[src/rtl/regfile_write_arbiter_pkg.sv]
// Shared definitions for the register-file write arbiter: the XZR index,
// the default FIFO depth and the queued-result entry layout.
package regfile_write_arbiter_pkg;

  localparam logic [4:0]  XZR           = 5'd31;
  localparam int unsigned DEPTH_DEFAULT = 4;

  typedef struct packed {
    logic        valid;
    logic [4:0]  rd;
    logic [63:0] data;
  } rf_entry_t;

endpackage

[src/rtl/regfile_write_arbiter_wb_fifo.sv]
// Synchronous FIFO of multi-cycle results with squash-by-register and
// per-entry destination match outputs for hazard checks.
module wb_fifo
  import regfile_write_arbiter_pkg::*;
#(
  parameter int unsigned DEPTH = DEPTH_DEFAULT
) (
  input  logic                   clk,
  input  logic                   reset,
  input  logic                   push,
  input  rf_entry_t              push_entry,
  input  logic                   pop,
  input  logic                   squash_en,
  input  logic [4:0]             squash_reg,
  input  logic [4:0]             match_reg1,
  input  logic [4:0]             match_reg2,
  output rf_entry_t              head,
  output logic [$clog2(DEPTH):0] count,
  output logic [DEPTH-1:0]       match1,
  output logic [DEPTH-1:0]       match2
);

  localparam int unsigned PW = $clog2(DEPTH);
  localparam int unsigned CW = PW + 1;

  rf_entry_t     mem_q [DEPTH];
  rf_entry_t     mem_d [DEPTH];
  logic [PW-1:0] wr_ptr_q, wr_ptr_d;
  logic [PW-1:0] rd_ptr_q, rd_ptr_d;
  logic [CW-1:0] count_q, count_d;

  // Squash first, then pop/push: a same-cycle push lands on the tail slot
  // after the squash, so the younger mc result survives.
  always_comb begin
    mem_d    = mem_q;
    wr_ptr_d = wr_ptr_q;
    rd_ptr_d = rd_ptr_q;
    count_d  = count_q;
    if (squash_en) begin
      for (int unsigned i = 0; i < DEPTH; i++) begin
        if (mem_q[i].valid && (mem_q[i].rd == squash_reg)) begin
          mem_d[i].valid = 1'b0;
        end
      end
    end
    if (pop) begin
      mem_d[rd_ptr_q].valid = 1'b0;
      rd_ptr_d              = rd_ptr_q + PW'(1);
    end
    if (push) begin
      mem_d[wr_ptr_q] = push_entry;
      wr_ptr_d        = wr_ptr_q + PW'(1);
    end
    case ({push, pop})
      2'b10:   count_d = count_q + CW'(1);
      2'b01:   count_d = count_q - CW'(1);
      default: count_d = count_q;
    endcase
  end

  always_ff @(posedge clk) begin
    if (reset) begin
      for (int unsigned i = 0; i < DEPTH; i++) begin
        mem_q[i] <= '0;
      end
      wr_ptr_q <= '0;
      rd_ptr_q <= '0;
      count_q  <= '0;
    end else begin
      mem_q    <= mem_d;
      wr_ptr_q <= wr_ptr_d;
      rd_ptr_q <= rd_ptr_d;
      count_q  <= count_d;
    end
  end

  always_comb begin
    match1 = '0;
    match2 = '0;
    for (int unsigned i = 0; i < DEPTH; i++) begin
      match1[i] = mem_q[i].valid && (mem_q[i].rd == match_reg1);
      match2[i] = mem_q[i].valid && (mem_q[i].rd == match_reg2);
    end
  end

  assign head  = mem_q[rd_ptr_q];
  assign count = count_q;

endmodule

[src/rtl/regfile_write_arbiter.sv]
// Single write-port arbiter: pipeline writebacks take priority, multi-cycle
// results queue in a FIFO and drain in idle cycles; XZR writes are dropped.
module regfile_write_arbiter
  import regfile_write_arbiter_pkg::*;
#(
  parameter int unsigned DEPTH = DEPTH_DEFAULT
) (
  input  logic                   clk,
  input  logic                   reset,
  input  logic                   wb_valid,
  input  logic [4:0]             wb_reg,
  input  logic [63:0]            wb_data,
  input  logic                   mc_valid,
  input  logic [4:0]             mc_reg,
  input  logic [63:0]            mc_data,
  output logic                   mc_ready,
  output logic                   RegWrite,
  output logic [4:0]             WriteRegister,
  output logic [63:0]            WriteData,
  input  logic [4:0]             chk_reg1,
  input  logic [4:0]             chk_reg2,
  output logic                   pending1,
  output logic                   pending2,
  output logic [$clog2(DEPTH):0] fifo_count
);

  localparam int unsigned CW = $clog2(DEPTH) + 1;

  logic             wb_fire;
  logic             mc_push;
  logic             drain;
  rf_entry_t        push_entry;
  rf_entry_t        head;
  logic [DEPTH-1:0] match1, match2;

  logic             regwrite_q, regwrite_d;
  logic [4:0]       wreg_q, wreg_d;
  logic [63:0]      wdata_q, wdata_d;

  wb_fifo #(
    .DEPTH(DEPTH)
  ) u_fifo (
    .clk        (clk),
    .reset      (reset),
    .push       (mc_push),
    .push_entry (push_entry),
    .pop        (drain),
    .squash_en  (wb_fire),
    .squash_reg (wb_reg),
    .match_reg1 (chk_reg1),
    .match_reg2 (chk_reg2),
    .head       (head),
    .count      (fifo_count),
    .match1     (match1),
    .match2     (match2)
  );

  // Any wb_valid, even a dropped XZR write, holds off the drain.
  always_comb begin
    wb_fire    = wb_valid && (wb_reg != XZR);
    mc_ready   = (fifo_count < CW'(DEPTH));
    mc_push    = mc_valid && mc_ready && (mc_reg != XZR);
    drain      = !wb_valid && (fifo_count != '0);
    push_entry = {1'b1, mc_reg, mc_data};

    regwrite_d = 1'b0;
    wreg_d     = wreg_q;
    wdata_d    = wdata_q;
    if (wb_fire) begin
      regwrite_d = 1'b1;
      wreg_d     = wb_reg;
      wdata_d    = wb_data;
    end else if (drain && head.valid) begin
      regwrite_d = 1'b1;
      wreg_d     = head.rd;
      wdata_d    = head.data;
    end
  end

  always_ff @(posedge clk) begin
    if (reset) begin
      regwrite_q <= 1'b0;
      wreg_q     <= '0;
      wdata_q    <= '0;
    end else begin
      regwrite_q <= regwrite_d;
      wreg_q     <= wreg_d;
      wdata_q    <= wdata_d;
    end
  end

  always_comb begin
    pending1 = (chk_reg1 != XZR) && ((|match1) || (regwrite_q && (wreg_q == chk_reg1)));
    pending2 = (chk_reg2 != XZR) && ((|match2) || (regwrite_q && (wreg_q == chk_reg2)));
  end

  assign RegWrite      = regwrite_q;
  assign WriteRegister = wreg_q;
  assign WriteData     = wdata_q;

endmodule

[config.mk]
export PLATFORM = sky130hd
export DESIGN_NAME = regfile_write_arbiter
export DESIGN_NICKNAME = d
export VERILOG_FILES = /design/src/rtl/regfile_write_arbiter_pkg.sv /design/src/rtl/regfile_write_arbiter_wb_fifo.sv /design/src/rtl/regfile_write_arbiter.sv
export SDC_FILE = /design/constraint.sdc
export NUM_CORES = 1
export LEC_CHECK = 0
export CAP_MARGIN = 20
export CORE_UTILIZATION = 41
export DETAILED_ROUTE_END_ITERATION = 10
export GPL_TIMING_DRIVEN = 0
export SLEW_MARGIN = 20
export SYNTH_ARGS = -nofsm -noshare
export SYNTH_HDL_FRONTEND = slang
export SYNTH_SLANG_ARGS = --single-unit
[constraint.sdc]
create_clock -name clk -period 7.65 [get_ports clk]
set_input_delay 2.295 -clock clk [delete_from_list [all_inputs] [get_ports clk]]
set_output_delay 2.295 -clock clk [all_outputs]
set_load 0.01 [all_outputs]
* After elaboration in Yosys (flattened, before gate mapping)
Index checks and enable logic that the tools add are counted.
Word-level totals: register bits 357, latch bits 0, bits in writable memories 0, bits in read-only memories 0, input port bits 152, output and inout bits 76, logic and storage cells 106, memories 0
Cells by class: $add $sub $neg 4, multiply operators 0, div/mod/pow operators 0, order comparisons 5, equal/unequal tests 20, shifts and indexed selects 0, multiplexer cells 26, bitwise gates (word level) 2, reduce and logical (&&, ||, !) cells 31
Operators by type and width (number):
- $bwmux 280 | 2
- $mux 280 | 2
- $demux 70 s2 | 2
- $mux 70 | 4
- $bmux 70 s2 | 1
- $mux 64 | 2
- $eq 5x5->1 | 14
- $logic_and 1x1->1 | 23
- $ne 5x5->1 const B | 4
- $mux 1 | 10
- $mux 5 | 2
- $reduce_or 4->1 | 2
- $ge 3x3->1 const B | 2
- $lt 3x1->1 const B | 2
- $not 2->3 | 2
- $pmux 3 s2 | 1
- $add 2x1->2 const B | 2
- $reduce_bool 2->1 | 2
- $add 3x1->3 const B | 1
- $lt 3x3->1 const B | 1
- $reduce_bool 3->1 | 1
- $sub 3x1->3 const B | 1
- $eq 2x1->1 const B | 1
- $eq 2x2->1 const B | 1
- 2 further kinds | 3

* Depth between registers and ports, before layout
depth after elaboration 9, depth in mapped cells 10, gate-level depth less buffers 9

* Modules after synthesis
From an unflattened synthesis, not the netlist that was laid out.
Unflattened totals: cell total of the unflattened synthesis 1958, area, all modules 16562.1 um^2
Modules (own cells, without submodules):
- wb_fifo | times used 1, cells an instance 1441, area each 12493.2 um^2, sequential area each 5745.5 um^2
- regfile_write_arbiter | times used 1, cells an instance 517, area each 4068.9 um^2, sequential area each 1401.3 um^2

* Worst setup path after synthesis
OpenSTA, ideal clock, no wires.
kind input -> output, start point input port chk_reg2[3], end point output port pending2, data arrival time 3.340 ns, data required time 5.355 ns, slack 2.015 ns, cell stages on the path 6, path buffers 1, cell sequence clkbuf_1 > xor2_1 > nor4_1 > nand3_1 > nand3_1 > a2bb2oi_1
Between the ends: cells in the longest elaborated chain, start to end 5, elaborated cells between the ends (all ways) 14, those cells by class eq/ne (6); reduce/logical (8)
Ends and longest elaborated chain:
- start: declaration | RTL line regfile_write_arbiter.sv:21 | input logic [4:0] chk_reg2,
- $eq 5x5->1 | RTL line regfile_write_arbiter_wb_fifo.sv:82 | match2[i] = mem_q[i].valid && (mem_q[i].rd == match_reg2);
- $logic_and 1x1->1 | RTL line regfile_write_arbiter_wb_fifo.sv:82
- $reduce_or 4->1 | RTL line regfile_write_arbiter.sv:94 | pending2 = (chk_reg2 != XZR) && ((|match2) || (regwrite_q && (wreg_q == chk_reg2)));
- $logic_or 1x1->1 | RTL line regfile_write_arbiter.sv:94
- $logic_and 1x1->1 (*) | RTL line regfile_write_arbiter.sv:94
- end: declaration | RTL line regfile_write_arbiter.sv:23 | output logic pending2,
Mark *: on every way between the ends. The rest lies on a longest branch, timed or not.

* Final worst setup path
start point input port chk_reg1[2], end point output port pending1
Between the ends: cells in the longest elaborated chain, start to end 5, elaborated cells between the ends (all ways) 14, those cells by class eq/ne (6); reduce/logical (8)
Ends and longest elaborated chain:
- start: declaration | RTL line regfile_write_arbiter.sv:20 | input logic [4:0] chk_reg1,
- $eq 5x5->1 | RTL line regfile_write_arbiter_wb_fifo.sv:81 | match1[i] = mem_q[i].valid && (mem_q[i].rd == match_reg1);
- $logic_and 1x1->1 | RTL line regfile_write_arbiter_wb_fifo.sv:81
- $reduce_or 4->1 | RTL line regfile_write_arbiter.sv:93 | pending1 = (chk_reg1 != XZR) && ((|match1) || (regwrite_q && (wreg_q == chk_reg1)));
- $logic_or 1x1->1 | RTL line regfile_write_arbiter.sv:93
- $logic_and 1x1->1 (*) | RTL line regfile_write_arbiter.sv:93
- end: declaration | RTL line regfile_write_arbiter.sv:22 | output logic pending1,
Marks and branches as above.

==> flow_summary.ini <==
[clock_network]
cts_buffers = 40
clock-sinks = 357
clockBufferDepth = 3
cts_tree = yes
cts_hold_buffers = 0
clk_pin_slew_worst_paths_ns = 0.05
clock_latency_ns = 0.52
cts_setup_buffers = 0
post_cts_resized = 0
cts_root_buf = clkbuf_16
htreeDepth = 2

[finish]
final_cell_mix = nand2_1 (703), dfxtp_1 (357), a21oi_1 (285)
fillCellCount = 3656
drive_gt1_frac = 0.106
area.growth.synth_to_final_pct = 25.3
layout_commonest_cell = nand2_1
post-route-util = 0.525
antenna_cells = 0
layout.nets = 2280
fin_cells = 2658

[setup_path]
start_kind = primary input
path_class = in2out
crit_arrival_ns = 4.08
crit_start = chk_reg1[2]
crit_path_max_fanout = 6
end_kind = primary output
required_ns = 5.36
r2r_start = u_fifo.count[2]

[timing]
slew_headroom = 0.413
tns_ns = 0
worst_slew_pin_slew_ns = 0.881
period_needed_ns = 6.37
slew_viol_final = 0
finClkSkew_ns = 0.0104
fmax_mhz = 157
grt_setup_unrepaired = no
setup_violations = 0
fin_crit_sh = 0.833
hold_violations = 0

[yosys]
ys_seq_area_frac = 0.450
synth-main-ff-cell = dfxtp_1
ys_warn_count = 0
syn-num-nets = 2027
yosysTopAreaCell = dfxtp_1
netlist_top_cells_area = dfxtp_1 (45%), nand2_1 (17%), mux4_2 (9.9%)
syn-instance-count = 1865
syn_avg_cell_area_um2 = 8.52
syn_area_mm2 = 0.0159
synth.top_cell.area_share = 0.450
async_flop_share = 0
synth-edff-count = 0
ys_ff_latch = 357
synthDistinctLibCells = 31

[grt]
grt_use_total = 0.258
antenna_found_initial = 0
grt_first_pass_wirelength_um = 78300
overflow = 0
grt_start_max_net_pins = 13
grt_pass1_vias = 13700

[power]
combPwrFrac = 0.260
p_clk_frac = 0.342
internal_power_w = 0.00374
seqPwrFrac = 0.398
p_per_area_mw_per_mm2 = 273
p_sw_frac = 0.312
vdd_drop_max_uv = 164
switchingPower_w = 0.00169
p_leak_nw = 6.79

[detailed_routing]
ant_nets = 0
via_per_inst = 5.36
post_drt_wl_per_cell_um = 19.3
drt_wl_total_um = 51400
first_pass_iters = 5
drt_first_iter_violations = 1215
vias = 14300
drc = 0

[floorplan]
num_rows = 71
coreArea_mm2 = 0.0379
die_y_um = 199
start_util = 0.419
die_area_mm2 = 0.0395
fp.dieW_um = 199
io_pins = 228

[run_status]
status = finished, final reports clean

[place]
place_congestion = 0.916
dp_hpwl_um = 36000
dp_cells = 2587
io_buffers = 211

[job]
drv_cap = 0

[min_path]
hp-class = reg2reg
hold_start = u_fifo.mem_q[179]
[synth_stat cells (6+ instances only)]
cell	n
xor2_1	50
a311oi_2	60
buf_2	21
xnor2_1	24
nor2_1	79
inv_1	9
dfxtp_1	357
nand2_1	703
buf_6	7
clkbuf_1	124
ha_1	9
a21oi_1	285
a311oi_1	9
nor4_1	10
mux4_2	70
nand3_1	14
buf_4	6
[logic make-up (layout without fill, tap and decap cells)]
group / after synthesis / count (layout) / synth area share
AOI/OAI and AO/OA: 364 / 364 / 0.156
DFF: 357 / 357 / 0.450
and+or+nand+nor: 819 / 819 / 0.199
xor gates and xnor gates: 74 / 74 / 0.0408
buffers and inverters: 171 / 453 / 0.0468
muxes: 70 / 70 / 0.0992
adders and majority gates: 10 / 10 / 0.00835
[metrics by stage]
stage / cell area [um2] / hold slack [ns] / power [W] / setup slack (ns)
3_3_place_gp: 18600 / 0.438 / 0.00358 / 1.33
5_1_grt: 19900 / 0.469 / 0.00567 / 1.19
2_1_floorplan: 15900 / 0.433 / 0.00307 / 2.02
4_1_cts: 19900 / 0.451 / 0.00547 / 1.30
6_report: 19900 / 0.451 / 0.00543 / 1.28
3_5_place_dp: 18600 / 0.443 / 0.00362 / 1.30
[layout make-up]
type	count	area [um2]	area share
inverter	9	33.8	0.00170
sequential	357	7150	0.359
timing repair buffer	211	2110	0.106
tap	511	639	0.0321
clock inverter	9	48.8	0.00245
clock buffer	62	1210	0.0610
multi-input combinational	1337	8000	0.402
buffer	162	711	0.0357
[power by group through the flow]
stage	registers [W]	logic (W)	clock network, W
finish	0.00216	0.00141	0.00186
detailed placement	0.00220	0.00142	0
global route	0.00218	0.00153	0.00196
CTS	0.00216	0.00142	0.00189
global placement	0.00219	0.00139	0
floorplan	0.00219	0.000884	0
[registers in the layout, summed over array words and instances, names as in the netlist]
| name | flops |
|---|---|
| WriteRegister | 5 |
| RegWrite | 1 |
| u_fifo.count | 3 |
| u_fifo.mem_q | 280 |
| WriteData | 64 |
| u_fifo.wr_ptr_q | 2 |
| u_fifo.rd_ptr_q | 2 |
[metal layers]
metal | GRT usage | routed length [um]
met4 | 0.0812 | 1550
met3 | 0.0400 | 3440
met2 | 0.426 | 24000
met5 | 0 | 0
met1 | 0.345 | 22400
[final timing paths]
kind / cells after the start / slack (ns) / end
max reg2reg: 8 / 4.91 / u_fifo.mem_q[270]
max: 7 / 1.28 / pending1
min reg2reg: 2 / 0.45 / u_fifo.mem_q[179]
min: 2 / 0.45 / u_fifo.mem_q[179]
[critical path, cell delays in order]
cell and delay [ns]:
clkbuf_1 0.34, xor2_1 0.14, nor4_1 0.33, nand3_1 0.11, nand3_1 0.09, a2bb2oi_1 0.20, clkdlybuf4s50_1 0.57
(Power assumes the default switching activity.)
